==> src/rtl/bcd_convert_sequencer_pkg.sv <==
// Shared types and constants for the binary-to-BCD conversion sequencer.
package bcd_convert_sequencer_pkg;

  typedef enum logic [1:0] {
    ST_IDLE,
    ST_SHIFT,
    ST_DONE
  } state_t;

  localparam int BCD_DIGIT_W = 4;
  localparam int ADD3_THRESH = 5;

  // Bit counter must hold the value WIDTH itself.
  function automatic int cnt_width(input int width);
    return $clog2(width + 1);
  endfunction

endpackage

==> src/rtl/bcd_convert_sequencer_if.sv <==
// Request/result bundle between two requesters and the shared BCD converter.
interface bcd_convert_sequencer_if
  import bcd_convert_sequencer_pkg::*;
#(
  parameter int WIDTH  = 8,
  parameter int DIGITS = 3
);

  logic [1:0]                    req_vld;
  logic [2*WIDTH-1:0]            req_dat;
  logic [1:0]                    req_rdy;
  logic                          busy;
  logic                          result_vld;
  logic [BCD_DIGIT_W*DIGITS-1:0] result_bcd;
  logic                          result_id;

  modport master (
    output req_vld, req_dat,
    input  req_rdy, busy, result_vld, result_bcd, result_id
  );

  modport slave (
    input  req_vld, req_dat,
    output req_rdy, busy, result_vld, result_bcd, result_id
  );

endinterface

==> src/rtl/bcd_dabble_step.sv <==
// One double-dabble iteration: per-digit add-3 on digits >= 5, then shift left pulling in one operand bit.
// Purely combinational, no handshake.
module bcd_dabble_step
  import bcd_convert_sequencer_pkg::*;
#(
  parameter int DIGITS = 3
) (
  input  logic [BCD_DIGIT_W*DIGITS-1:0] bcd_in,
  input  logic                          shift_in,
  output logic [BCD_DIGIT_W*DIGITS-1:0] bcd_out
);

  localparam int BW = BCD_DIGIT_W * DIGITS;

  logic [BW-1:0] adj;

  always_comb begin
    adj = bcd_in;
    for (int d = 0; d < DIGITS; d++) begin
      if (bcd_in[d*BCD_DIGIT_W +: BCD_DIGIT_W] >= BCD_DIGIT_W'(ADD3_THRESH))
        adj[d*BCD_DIGIT_W +: BCD_DIGIT_W] = bcd_in[d*BCD_DIGIT_W +: BCD_DIGIT_W] + 4'd3;
    end
  end

  // Top bit of adj falls off; it is always 0 when 10^DIGITS > 2^WIDTH-1.
  assign bcd_out = (adj << 1) | BW'(shift_in);

endmodule

==> src/rtl/bcd_convert_sequencer.sv <==
// Round-robin shared binary-to-BCD converter: result pulse WIDTH+1 cycles after the accept cycle.
// Accepts only in IDLE (req_rdy low otherwise); no back-pressure on results.
module bcd_convert_sequencer
  import bcd_convert_sequencer_pkg::*;
#(
  parameter int WIDTH  = 8,
  parameter int DIGITS = 3
) (
  input  logic                    clk,
  input  logic                    rst,
  bcd_convert_sequencer_if.slave  bus
);

  localparam int CW = cnt_width(WIDTH);
  localparam int BW = BCD_DIGIT_W * DIGITS;

  state_t         state, state_nxt;
  logic [WIDTH-1:0] opnd;
  logic [BW-1:0]  scratch, scratch_step;
  logic [CW-1:0]  cnt;
  logic           owner;
  logic           rr_ptr;
  logic [1:0]     grant;
  logic [1:0]     rdy;
  logic           xfer;
  logic           xfer_id;
  logic [WIDTH-1:0] xfer_dat;
  logic [BW-1:0]  result_bcd_q;
  logic           result_id_q;

  // rr_ptr names the requester that wins a tie.
  always_comb begin
    grant = 2'b00;
    if (bus.req_vld == 2'b11)
      grant = rr_ptr ? 2'b10 : 2'b01;
    else
      grant = bus.req_vld;
  end

  always_comb begin
    state_nxt = state;
    rdy       = 2'b00;
    case (state)
      ST_IDLE: begin
        rdy = grant;
        if (|grant) state_nxt = ST_SHIFT;
      end
      ST_SHIFT: if (cnt == CW'(1)) state_nxt = ST_DONE;
      ST_DONE:  state_nxt = ST_IDLE;
      default:  state_nxt = ST_IDLE;
    endcase
    if (rst) rdy = 2'b00;
  end

  assign xfer     = (state == ST_IDLE) && (|grant);
  assign xfer_id  = grant[1];
  assign xfer_dat = xfer_id ? bus.req_dat[2*WIDTH-1:WIDTH] : bus.req_dat[WIDTH-1:0];

  bcd_dabble_step #(.DIGITS(DIGITS)) u_step (
    .bcd_in   (scratch),
    .shift_in (opnd[WIDTH-1]),
    .bcd_out  (scratch_step)
  );

  always_ff @(posedge clk) begin
    if (rst) begin
      state        <= ST_IDLE;
      opnd         <= '0;
      scratch      <= '0;
      cnt          <= '0;
      owner        <= 1'b0;
      rr_ptr       <= 1'b0;
      result_bcd_q <= '0;
      result_id_q  <= 1'b0;
    end else begin
      state <= state_nxt;
      case (state)
        ST_IDLE: begin
          if (xfer) begin
            opnd    <= xfer_dat;
            scratch <= '0;
            owner   <= xfer_id;
            cnt     <= CW'(WIDTH);
            rr_ptr  <= ~xfer_id;
          end
        end
        ST_SHIFT: begin
          scratch <= scratch_step;
          opnd    <= opnd << 1;
          cnt     <= cnt - 1'b1;
          // Final iteration: publish so the result is stable during the DONE pulse.
          if (cnt == CW'(1)) begin
            result_bcd_q <= scratch_step;
            result_id_q  <= owner;
          end
        end
        default: ;
      endcase
    end
  end

  assign bus.req_rdy    = rdy;
  assign bus.busy       = (state != ST_IDLE);
  assign bus.result_vld = (state == ST_DONE);
  assign bus.result_bcd = result_bcd_q;
  assign bus.result_id  = result_id_q;

endmodule

==> src/flat_wrapper.sv <==
// flat-port wrapper written by rule: the top's interface ports become plain ports
module bcd_convert_sequencer_flat import bcd_convert_sequencer_pkg::*;
#(
  parameter int WIDTH  = 8,
  parameter int DIGITS = 3
)
  (clk, rst, bus_req_vld, bus_req_dat, bus_req_rdy, bus_busy, bus_result_vld, bus_result_bcd, bus_result_id);
  bcd_convert_sequencer_if #(.WIDTH(WIDTH), .DIGITS(DIGITS)) bus_i ();
  input  logic clk;
  input  logic rst;
  input wire logic [$bits(bus_i.req_vld)-1:0] bus_req_vld;
  input wire logic [$bits(bus_i.req_dat)-1:0] bus_req_dat;
  output wire logic [$bits(bus_i.req_rdy)-1:0] bus_req_rdy;
  output wire logic [$bits(bus_i.busy)-1:0] bus_busy;
  output wire logic [$bits(bus_i.result_vld)-1:0] bus_result_vld;
  output wire logic [$bits(bus_i.result_bcd)-1:0] bus_result_bcd;
  output wire logic [$bits(bus_i.result_id)-1:0] bus_result_id;
  assign bus_i.req_vld = bus_req_vld;
  assign bus_i.req_dat = bus_req_dat;
  assign bus_req_rdy = bus_i.req_rdy;
  assign bus_busy = bus_i.busy;
  assign bus_result_vld = bus_i.result_vld;
  assign bus_result_bcd = bus_i.result_bcd;
  assign bus_result_id = bus_i.result_id;
  bcd_convert_sequencer #(.WIDTH(WIDTH), .DIGITS(DIGITS)) u_core (.clk(clk), .rst(rst), .bus(bus_i));
endmodule
==> config.mk <==
export PLATFORM = sky130hd
export DESIGN_NAME = bcd_convert_sequencer_flat
export DESIGN_NICKNAME = d
export VERILOG_FILES = /design/src/rtl/bcd_convert_sequencer_pkg.sv /design/src/rtl/bcd_convert_sequencer_if.sv /design/src/rtl/bcd_dabble_step.sv /design/src/rtl/bcd_convert_sequencer.sv /design/src/flat_wrapper.sv
export SDC_FILE = /design/constraint.sdc
export NUM_CORES = 1
export LEC_CHECK = 0
export ABC_CLOCK_PERIOD_IN_PS = 2000
export CAP_MARGIN = 20
export CORE_MARGIN = 4
export CORE_UTILIZATION = 46
export DETAILED_ROUTE_END_ITERATION = 8
export GPL_ROUTABILITY_DRIVEN = 0
export PLACE_DENSITY_LB_ADDON = 0.15
export SKIP_LAST_GASP = 1
export SLEW_MARGIN = 0
export SYNTH_ARGS = -nofsm -noshare
export SYNTH_HDL_FRONTEND = slang
export SYNTH_HIERARCHICAL = 1
export SYNTH_SLANG_ARGS = --single-unit
==> constraint.sdc <==
create_clock -name clk -period 2 [get_ports clk]
set_input_delay 0.4 -clock clk [delete_from_list [all_inputs] [get_ports clk]]
set_output_delay 0.4 -clock clk [all_outputs]
set_load 0.005 [all_outputs]
==> flow_summary_export.csv <==
group,metric,value,unit
floorplanning,ios,37,
layout,fin_cells,292,
grt,gr-total-overflow,0,
floorplanning,floorplan.die.width,72.5,um
clock_network,root_buffer_selected_by_cts,"sky130_fd_sc_hd__clkbuf_8",
timing,rsz_0062_raised_after_global_routing,"false",
detailed_routing,vias_per_cell,5.54,
timing,finalCriticalPeriod,1.89,ns
power,leakage_dissipation,0.990,nW
timing,fin_worst_skew,0.00466,ns
clock_network,numCtsBuffers,5,
layout,final_net_count,270,
timing,timing_hold_violations_final,0,
run_status,status,"finished clean",
setup_path,worst_path_max_delay_cell,"sky130_fd_sc_hd__clkdlybuf4s50_1",
detailed_routing,via_count,1618,
timing,pins_over_their_slew_limit,0,
layout,drive_above_1_share,0.132,
setup_path,critical_path_class,"register to primary output",
logic_synthesis,post_synthesis_compound_gate_area_fraction,0.219,
placed_design,buffer_ports.inserted,36,
logic_synthesis,syn-mean-instance-area,9.48,um2
grt,globalRouteTotalUtil,0.175,
logic_synthesis,yosys.area.top_type,"sky130_fd_sc_hd__dfxtp_1",
clock_network,cts_tree,"done",
logic_synthesis,synth_top_family_by_area,"compound AO/OA/AOI/OAI gates",
floorplanning,floorplan.die.height,72.5,um
grt,grt_max_degree,30,
layout,num-fill-cells,331,
timing,timing.final.setup_violations,0,
logic_synthesis,synth-seq-area-share,0.429,
grt,grt_first_pass_wirelength,7.20,mm
grt,first_global_vias,1604,
logic_synthesis,yosysWarnings,6,
setup_path,critical_path.top_delay_family,"buffers and inverters",
clock_network,cts_num_sinks,41,
setup_path,critical_path_peak_fanout,6,
placed_design,placed_cells_incl_taps,285,
placed_design,placedInstanceArea,0.00233,mm2
logic_synthesis,synth_fa_ha_area_frac,0.0523,
layout,n_diodes,0,
clock_network,htreeDepth,2,
power,powerDensity,685,mW/mm2
layout,layout.cell_area.non_filler,0.00244,mm2
floorplanning,core_area,0.00400,mm2
run,drv.max_cap_violation_count,0,
setup_path,cp_cell_sequence,"buf_4 > nor2b_1 > clkdlybuf4s50_1",
setup_path,worst_ep_arrival_time,1.49,ns
logic_synthesis,synthesis.instances,202,
clock_network,cts_hold_buf,0,
logic_synthesis,post-synth-top-area-fraction,0.429,
setup_path,cp_capture_type,"primary output",
floorplanning,die-area,0.00526,mm2
setup_path,critical_path.startpoint_type,"register",
timing,max_clock_freq,0.529,GHz
clock_network,clk_pin_slew,0.08,ns
detailed_routing,total_routed_wirelength,4.40,mm
layout,areaGrowthSynthToFinish,27.4,%
timing,worst_slew_pin_slew,0.684,ns
grt,grt_antenna_before_repair,0,
clock_network,bufs_on_longest_clock_path,2,
floorplanning,floorplan.initialDensity,0.479,
setup_path,combined_buffer_and_inverter_count_along_the_critical_path,2,
detailed_routing,ant_nets,0,
timing,timing.slew.headroom,0.543,
worst_hold_path,worstHoldPathType,"register to register",
logic_synthesis,yosys.cell_types.count,35,
logic_synthesis,post_synth_instance_area,0.00191,mm2
setup_path,cpPeakStageDelay,0.52,ns
floorplanning,floorplan.rows,23,
power,ir_drop,0.000630,V
logic_synthesis,muxShareOfSynthArea,0.0680,
timing,final_min_period_over_clock_period,0.945,
logic_synthesis,synthesized_net_count,230,
detailed_routing,avgRoutedWirePerCell,15.1,um
logic_synthesis,postSynthRegisterBits,41,
placed_design,place_hpwl,3.12,mm
logic_synthesis,synth_xor_area_frac,0.0183,
setup_path,worstPathRequired,1.60,ns
clock_network,clock_latency,0.29,ns
detailed_routing,drc_errors,0,
logic_synthesis,post_synth_main_area_contributors,"sky130_fd_sc_hd__dfxtp_1 (43%), sky130_fd_sc_hd__a22oi_1 (7.5%), sky130_fd_sc_hd__mux2i_1 (6.8%)",
detailed_routing,first_pass_iters,4,
logic_synthesis,post_synth_and_or_nand_nor_area_fraction,0.156,
detailed_routing,drtIter0Drc,131,
[path summary, 6_finish.rpt]
check             depth (start not counted)                        to                startpoint  slack [ns]
setup reg to reg                          5  u_core/bus.result_bcd[3]           u_core/state[1]        0.36
hold / removal                            1  u_core/bus.result_bcd[7]  u_core/bus.result_bcd[7]        0.47
setup / recovery                          3            bus_result_vld           u_core/state[1]        0.11
hold reg to reg                           1  u_core/bus.result_bcd[7]  u_core/bus.result_bcd[7]        0.47
[state kept, by name (all words and copies together), names as in the netlist]
signal,cells
u_core/bus.result_bcd,12
u_core/scratch,12
u_core/opnd,8
u_core/cnt,4
u_core/state,2
u_core/bus.result_id,1
u_core/owner,1
u_core/rr_ptr,1
[cells in the mapped netlist (all sizes together)]
library cell,n
a2111oi,1
a211oi,1
a21oi,6
a22o,12
a22oi,19
a311oi,2
a31oi,1
a32oi,1
and3,1
buf,9
clkbuf,3
dfxtp,41
ha,8
inv,9
mux2i,13
nand2,17
nand2b,7
nand3,1
nor2,25
nor2b,2
nor3,6
o21ai,5
o22ai,7
or2,1
xnor2,3
xor2,1
[cell families after synthesis]
logic type      Yosys count
fa+ha+maj                 8
compound gates           55
xor+xnor                  4
flops                    41
buf+inv                  21
mux                      13
simple gates             60
[report_power, final]
group	switching [mW]	internal [mW]	leakage, nW	total, mW
combinational	0.130	0.118	0.611	0.248
clock	0.272	0.274	0.0443	0.546
sequential	0.0281	0.849	0.334	0.877
[through the flow]
step                total power, mW  hold slack (ns)   util  setup TNS (ns)  worst slack, ns
floorplan                      1.05            0.449      -               0            0.590
detailed placement             1.14            0.455  0.582           -1.08           -0.150
global placement               1.13            0.458  0.582          -0.403           -0.102
CTS                            1.68            0.480  0.606               0          0.00508
finish                         1.67            0.474  0.610               0            0.110
global route                   1.74            0.494  0.610               0           0.0415
[cell type report]
cell class	instances	area [um2]	area share
multi-input cells	140	1010	0.413
clock buffers	7	86.3	0.0354
flip-flops and latches	41	823	0.338
inverters	9	33.8	0.0139
well taps	50	62.6	0.0257
repair buffers	45	425	0.174
[per-layer routing]
metal  share of wire  vias up  GRT usage
met5               0        -          0
met3           0.040        8     0.0429
met2            0.52       32      0.307
li1                -      801          -
met4           0.017        0     0.0697
met1            0.42      777      0.203
[cell usage in the layout (no fill, tap or decap), types with 4 or more instances in the layout]
cell type,netlist,routed
sky130_fd_sc_hd__dfxtp_1,41,39
sky130_fd_sc_hd__clkdlybuf4s50_1,0,31
sky130_fd_sc_hd__nor2_1,24,23
sky130_fd_sc_hd__a22oi_1,19,19
sky130_fd_sc_hd__nand2_1,16,16
sky130_fd_sc_hd__mux2i_1,13,13
sky130_fd_sc_hd__a22o_1,12,12
sky130_fd_sc_hd__inv_1,9,9
sky130_fd_sc_hd__buf_4,3,9
sky130_fd_sc_hd__ha_1,8,8
sky130_fd_sc_hd__o22ai_1,7,7
sky130_fd_sc_hd__clkbuf_8,0,6
sky130_fd_sc_hd__nand2b_1,6,6
sky130_fd_sc_hd__dlygate4sd2_1,0,4
sky130_fd_sc_hd__nor3_1,5,4
[what timing repair did]
action,4_1_cts,5_1_grt
gates resized for setup,7,5
pin swaps,2,1
endpoints found under the setup margin,2,1
cloned,0,0
setup buffers,0,0
Note: power is estimated with default switching activity, not from simulation.
